==> src/rtl/mem_arbiter.sv <==
// Two-port memory arbiter: fetch and data requesters share one memory port.
// Data has priority, bounded by a starvation counter that forces a fetch grant.
module mem_arbiter #(
  parameter int MEM_SIZE   = 1024,
  parameter int MEM_LAT    = 2,
  parameter int STARVE_MAX = 3
) (
  input  logic        clock,
  input  logic        reset_n,
  input  logic        f_req,
  input  logic [63:0] f_addr,
  output logic        f_gnt,
  output logic        f_done,
  output logic [63:0] f_rdata,
  output logic        f_err,
  input  logic        d_req,
  input  logic        d_we,
  input  logic [63:0] d_addr,
  input  logic [63:0] d_wdata,
  output logic        d_gnt,
  output logic        d_done,
  output logic [63:0] d_rdata,
  output logic        d_err,
  output logic        m_en,
  output logic        m_we,
  output logic [63:0] m_addr,
  output logic [63:0] m_wdata,
  input  logic [63:0] m_rdata,
  output logic        busy
);

  // state  | meaning
  // IDLE   | sample requests, pick a winner
  // ACCESS | memory enabled for MEM_LAT cycles
  // RESP   | done pulse to the winner
  typedef enum logic [1:0] {IDLE, ACCESS, RESP} state_t;

  localparam int SW = (STARVE_MAX > 0) ? $clog2(STARVE_MAX + 1) : 1;
  localparam logic [SW-1:0] STARVE_TOP = SW'(STARVE_MAX);
  localparam logic [3:0]    LAT_INIT   = 4'(MEM_LAT - 1);
  localparam logic [63:0]   ADDR_MAX   = 64'(MEM_SIZE) - 64'd8;

  state_t        state;
  logic [SW-1:0] starve_cnt;
  logic [3:0]    lat_cnt;
  logic          owner_d;

  logic        d_win;
  logic        f_win;
  logic [63:0] win_addr;
  logic        win_bad;
  logic        win_we;

  assign d_win    = d_req && (!f_req || starve_cnt != STARVE_TOP);
  assign f_win    = f_req && !d_win;
  assign win_addr = d_win ? d_addr : f_addr;
  assign win_bad  = win_addr > ADDR_MAX;
  assign win_we   = d_win && d_we;

  always_ff @(posedge clock or negedge reset_n) begin
    if (!reset_n) begin
      state      <= IDLE;
      starve_cnt <= '0;
      lat_cnt    <= '0;
      owner_d    <= 1'b0;
      busy       <= 1'b0;
      f_gnt      <= 1'b0;
      f_done     <= 1'b0;
      f_rdata    <= '0;
      f_err      <= 1'b0;
      d_gnt      <= 1'b0;
      d_done     <= 1'b0;
      d_rdata    <= '0;
      d_err      <= 1'b0;
      m_en       <= 1'b0;
      m_we       <= 1'b0;
      m_addr     <= '0;
      m_wdata    <= '0;
    end else begin
      f_gnt  <= 1'b0;
      d_gnt  <= 1'b0;
      f_done <= 1'b0;
      d_done <= 1'b0;
      case (state)
        IDLE: begin
          if (d_win || f_win) begin
            owner_d <= d_win;
            busy    <= 1'b1;
            if (d_win) begin
              d_gnt <= 1'b1;
              if (!f_req)
                starve_cnt <= '0;
              else if (starve_cnt != STARVE_TOP)
                starve_cnt <= starve_cnt + SW'(1);
            end else begin
              f_gnt      <= 1'b1;
              starve_cnt <= '0;
            end
            if (win_bad) begin
              // Bad address skips memory entirely and answers next cycle.
              state <= RESP;
              if (d_win) begin
                d_done  <= 1'b1;
                d_err   <= 1'b1;
                d_rdata <= '0;
              end else begin
                f_done  <= 1'b1;
                f_err   <= 1'b1;
                f_rdata <= '0;
              end
            end else begin
              state   <= ACCESS;
              lat_cnt <= LAT_INIT;
              m_en    <= 1'b1;
              m_addr  <= win_addr;
              m_we    <= win_we;
              m_wdata <= win_we ? d_wdata : '0;
            end
          end
        end
        ACCESS: begin
          if (lat_cnt == '0) begin
            state   <= RESP;
            m_en    <= 1'b0;
            m_we    <= 1'b0;
            m_addr  <= '0;
            m_wdata <= '0;
            if (owner_d) begin
              d_done  <= 1'b1;
              d_err   <= 1'b0;
              d_rdata <= m_we ? 64'd0 : m_rdata;
            end else begin
              f_done  <= 1'b1;
              f_err   <= 1'b0;
              f_rdata <= m_rdata;
            end
          end else begin
            lat_cnt <= lat_cnt - 4'd1;
          end
        end
        RESP: begin
          state <= IDLE;
          busy  <= 1'b0;
        end
        default: begin
          state <= IDLE;
          busy  <= 1'b0;
        end
      endcase
    end
  end

endmodule

==> config.mk <==
export PLATFORM = sky130hd
export DESIGN_NAME = mem_arbiter
export DESIGN_NICKNAME = d
export VERILOG_FILES = /design/src/rtl/mem_arbiter.sv
export SDC_FILE = /design/constraint.sdc
export NUM_CORES = 1
export LEC_CHECK = 0
export CORE_AREA = 2 2 205 207
export DETAILED_ROUTE_END_ITERATION = 10
export DIE_AREA = 0 0 207 209
export PLACE_DENSITY_LB_ADDON = 0.3
export SLEW_MARGIN = 10
export SYNTH_ARGS = -nofsm -noshare
export SYNTH_HDL_FRONTEND = slang
export SYNTH_SLANG_ARGS = --single-unit
export TNS_END_PERCENT = 20
==> constraint.sdc <==
create_clock -name clock -period 5.05 [get_ports clock]
set_input_delay 0.7575 -clock clock [delete_from_list [all_inputs] [get_ports clock]]
set_output_delay 0.7575 -clock clock [all_outputs]
set_load 0.03 [all_outputs]
# [Yosys cells after proc, flatten, opt, wreduce, memory -nomap -nowiden]
# Cells that the tools add are included.
[totals] regBits=274 latchBits=0 ram_bits=0 rom_bits=0 mem_count=0
[op_classes] n_addsub=2 multipliers=0 div_mod_pow=0 magnitude_cmp=1 n_eq_ne=12 n_shift=0 mux=70 bitwise=1 n_reduce_logical=18
[ops] cell="$mux 64" count=18
[ops] cell="$pmux 64 s2" count=4
[ops] cell="$gt 64x10->1 const B" count=1
[ops] cell="$mux 1" count=30
[ops] cell="$ne 2x2->1 const B" count=10
[ops] cell="$pmux 1 s2" count=7
[ops] cell="$mux 2" count=6
[ops] cell="$mux 4" count=3
[ops] cell="$reduce_and 6->1" count=2
[ops] cell="$pmux 4 s2" count=1
[ops] cell="$reduce_and 4->1" count=2
[ops] cell="$reduce_and 2->1" count=3
[ops] cell="$logic_not 4->1" count=1
[ops] cell="$pmux 2 s2" count=1
[ops] cell="$sub 4x1->4 const B" count=1
[ops] cell="$logic_and 1x1->1" count=3
[ops] cell="$ne 3x2->1 const B" count=1
[ops] cell="$reduce_and 3->1" count=1
[ops] cell="$add 2x1->2 const B" count=1
[ops] cell="$eq 2x1->1 const B" count=1
[ops] cell="$logic_not 1->1" count=2
[ops] cell="$logic_not 2->1" count=1
[ops] cell="$logic_or 1x1->1" count=2
[ops] cell="$reduce_bool 2->1" count=1
[ops] cell="$not 1->1" count=1

# [Depth between registers and ports, before layout]
[depth] word_depth=8 depth_mapped=10 mapped_depth_nobuf=7

# [Least setup slack after synthesis]
# OpenSTA, ideal clock, no wires.
[synth_timing] path_kind="input to register" start="input port d_addr[0]" end="register m_wdata[10]" setup_ns=0.067 arrival_time_ns=2.487 path_slack_ns=2.495 stages=6 path_cell_list="or3_1 -> a32o_1 -> a21o_1 -> nor4_4 -> buf_6 -> a32o_1"
[synth_via] elab_chain_cells=4
[synth_rtl] item="start, declared" line="18" rtl="input logic [63:0] d_addr,"
[synth_rtl] item="$mux 64" line="56" rtl="assign win_addr = d_win ? d_addr : f_addr;"
[synth_rtl] item="$gt 64x10->1" line="57" rtl="assign win_bad = win_addr > ADDR_MAX;"
[synth_rtl] item="$ne 2x2->1 (no source line)"
[synth_rtl] item="$reduce_and 4->1 (no source line)"
[synth_rtl] item="end signal, assigned" line="117" rtl="m_wdata <= win_we ? d_wdata : '0;"
[synth_rtl] item="end, declared" line="27" rtl="output logic [63:0] m_wdata,"
# No other way between the ends.
# A chain may end at the register's enable or synchronous reset.

# [Final worst setup path]
[layout_timing] start="input port f_req" end="register d_rdata[7]"
[layout_via] elab_chain_cells=8 elab_cells_between_ends=12
[layout_rtl] item="start, declared" line="10" rtl="input logic f_req,"
[layout_rtl] item="branches (longest 7 deep; another with $gt 64x10->1)"
[layout_rtl] item="$reduce_and 6->1 (no source line) *"
[layout_rtl] item="end signal, assigned" line="131" rtl="d_rdata <= m_we ? 64'd0 : m_rdata;"
[layout_rtl] item="end, declared" line="22" rtl="output logic [63:0] d_rdata,"
# Every way passes the cells marked *.

==> flow_metrics.py <==
metrics = {
    "sta": {
        "slew_headroom": 0.351,
        "final-setup-viol-count": 0,
        "setup_tns_ns": 0,
        "fmax_mhz": 293,
        "finalClockSkew_ns": 0.0143,
        "period_needed_ns": 3.41,
        "fin_crit_sh": 0.676,
        "timing.final.ws_setup_ns": 1.64,
        "slew_violations": 0,
        "worst_pin_slew_ns": 0.966,
        "rsz0062_at_grt": "false",
        "finalHoldViolCount": 0,
    },
    "routing": {
        "post-route-drc-count": 0,
        "wl_um": 37500,
        "wl_per_cell_um": 19.2,
        "first_iter_violations": 557,
        "ant_nets": 0,
        "vias_per_cell": 4.72,
        "vias": 9191,
        "first_pass_iters": 5,
    },
    "setup_path": {
        "cp.buffers_inverters": 2,
        "critPathLaunch": "f_req",
        "crit_type": "in -> reg",
        "crit_path_start_kind": "input pin",
        "crit-reg2reg-launch": "starve_cnt[0]$_DFFE_PN0P_",
        "cp_slowest_cell": "buf_4",
        "cpPeakStageDelay_ns": 0.62,
        "end_kind": "register",
        "r2r_end": "d_rdata[7]$_DFFE_PN0P_",
        "crit_family": "compound AO/OA/AOI/OAI gates",
        "r2r_slack_ns": 1.82,
        "cp.arrival_ns": 3.86,
        "cp.required_ns": 5.49,
        "worst-r2r-cell-count": 7,
        "path_cells": "clkdlybuf4s50_1 -> a21boi_4 -> nor2_1 -> a32oi_1 -> a41o_2 -> buf_4 -> a22o_1",
        "critical_path.max_fanout": 65,
    },
    "worst_hold_path": {
        "min_from": "d_rdata[62]$_DFFE_PN0P_",
        "hold_end": "d_rdata[62]$_DFFE_PN0P_",
        "worst_hold_path_type": "reg -> reg",
        "hold_path_depth": 1,
    },
    "power_and_ir_drop": {
        "cellLeakagePower_nw": 7.40,
        "power_density_mw_per_mm2": 290,
        "ir_drop_mv": 0.198,
    },
    "clock_tree": {
        "clockBufferDepth": 3,
        "cts_tree": "built",
        "cts_htree_levels": 2,
        "cts_buffers": 34,
        "clkTransAtPathRegs_ns": 0.05,
        "cts_root_buf": "clkbuf_16",
        "postCtsSetupRepairBufs": 0,
        "insertion_delay_ns": 0.52,
        "cts.sinks": 274,
        "cts_resized": 0,
    },
    "synth": {
        "synth-edff-count": 0,
        "syn_avg_cell_area_sq_um": 12.2,
        "ys_ff_latch": 274,
        "postSynth.asyncResetShare": 1.00,
        "synth_cell_type_count": 42,
        "ys_seq_area_frac": 0.640,
        "ys.flop_type": "dfrtp_1",
        "yosys_warnings": 0,
        "syn_area_sq_mm": 0.0107,
        "synthCells": 876,
        "synth_fp_nets": 1140,
    },
    "flow_run": {
        "max_cap_viol_count": 0,
    },
    "placement": {
        "post-dp-hpwl_um": 26400,
        "port_buffers": 525,
        "placed_cells": 1886,
        "post_dp_cell_area_sq_mm": 0.0165,
        "pre_cts_slack_ns": 1.12,
        "gp_congestion": 0.922,
    },
    "global_route": {
        "grt_max_degree": 154,
        "grt_pass1_wl_um": 58000,
        "grt_util_all_layers": 0.170,
        "antenna_found_initial": 1,
        "grt-ovfl-total": 0,
        "grt_pass1_vias": 9647,
    },
    "floorplan": {
        "die_h_um": 209,
        "rows": 75,
        "initial_core_util": 0.259,
        "die_w_um": 207,
        "core_area_sq_mm": 0.0413,
        "dieArea_sq_mm": 0.0433,
        "num_io_pins": 526,
    },
    "finish": {
        "nNetsFinal": 1648,
        "finalNonFillerCells": 1949,
        "drive_above_1_share": 0.0582,
        "stdcell_area_sq_mm": 0.0177,
        "most-common-layout-cells": "524 x clkdlybuf4s50_1, 274 x dfrtp_1, 96 x nand2_1, 72 x inv_1, 66 x a32o_1",
        "final_common_cell": "clkdlybuf4s50_1",
        "syn_to_final_growth_pct": 65.1,
    },
    "outcome": {
        "status": "finished clean",
    },
}
==> metrics by stage <==
stage	power, mW	hold slack (ns)	utilization
after detailed placement	2.66	0.489	0.399
after floorplan	2.34	0.462	-
after global placement	2.66	0.475	0.399
final	5.13	0.498	0.428
after global routing	5.34	0.522	0.428
after CTS	5.22	0.501	0.428
==> metal layers <==
| layer | up-vias | track usage | routed length [um] |
|---|---|---|---|
| li1 | 4233 | - | - |
| met1 | 4540 | 0.219 | 16200 |
| met2 | 355 | 0.271 | 17700 |
| met3 | 63 | 0.0454 | 2540 |
| met4 | 0 | 0.0680 | 1050 |
| met5 | - | 0 | 0 |
==> synthesized netlist by cell type (5+ instances only) <==
master    number  share of area
inv_1         72          0.025
a21oi_1        5         0.0023
a22o_1        64          0.052
o22ai_1       11         0.0064
o31ai_1       64          0.045
a32o_1        66          0.062
mux2i_1       10         0.0094
nand2_1       97          0.034
nor4_1        28          0.016
clkbuf_1      50          0.018
buf_6          6         0.0063
nand4_1        8         0.0047
a21boi_0      54          0.038
nor2_1        16         0.0056
buf_2         11         0.0051
dfrtp_1      274           0.64
==> worst max path at each step <==
stage,end,depth (start not counted)
floorplan,m_wdata[10]$_DFFE_PN0P_,6
global placement,d_rdata[2]$_DFFE_PN0P_,8
detailed placement,d_rdata[7]$_DFFE_PN0P_,8
CTS,d_rdata[7]$_DFFE_PN0P_,8
global route,d_rdata[4]$_DFFE_PN0P_,8
finish,d_rdata[7]$_DFFE_PN0P_,7
==> report_power, final <==
group	internal [mW]	leakage, nW	switching (mW)	total, mW
combinational	0.210	3.01	0.193	0.403
sequential	2.21	3.81	0.00735	2.21
clock	1.57	0.580	0.935	2.51
==> state kept, by name, indices dropped and copies added (netlist names) <==
register    cells
d_rdata        64
f_rdata        64
m_addr         64
m_wdata        64
lat_cnt         4
starve_cnt      2
state           2
busy            1
d_done          1
d_err           1
d_gnt           1
f_done          1
f_err           1
f_gnt           1
m_en            1
m_we            1
owner_d         1
==> area by class of cell <==
class / instances / area (sq um)
Antenna cell: 1 / 2.50
Clock buffer: 48 / 1030
Clock inverter: 13 / 149
Fill cell: 3958 / 23600
Inverter: 72 / 270
Multi-Input combinational cell: 463 / 3300
Sequential cell: 274 / 6860
Tap cell: 539 / 674
Timing Repair Buffer: 539 / 5390
==> cells by family (layout without fill, tap and decap cells) <==
| group | Yosys count | count (layout) | share of synthesized area |
|---|---|---|---|
| muxes | 10 | 10 | 0.00935 |
| AOI/OAI and AO/OA | 279 | 279 | 0.216 |
| adders and majority gates | 3 | 3 | 0.00351 |
| DFF | 274 | 274 | 0.640 |
| xor gates and xnor gates | 2 | 2 | 0.00164 |
| and+or+nand+nor | 169 | 169 | 0.0747 |
| buffers and inverters | 139 | 672 | 0.0542 |
| other | 0 | 1 | 0 |
==> timing repair <==
| item | in CTS | in global routing |
|---|---|---|
| setup endpoints to repair | 0 | 0 |
| hold endpoints to repair | 3 | 0 |
| hold buffers | 1 | 0 |
Note: power is estimated with default switching activity, not from simulation.
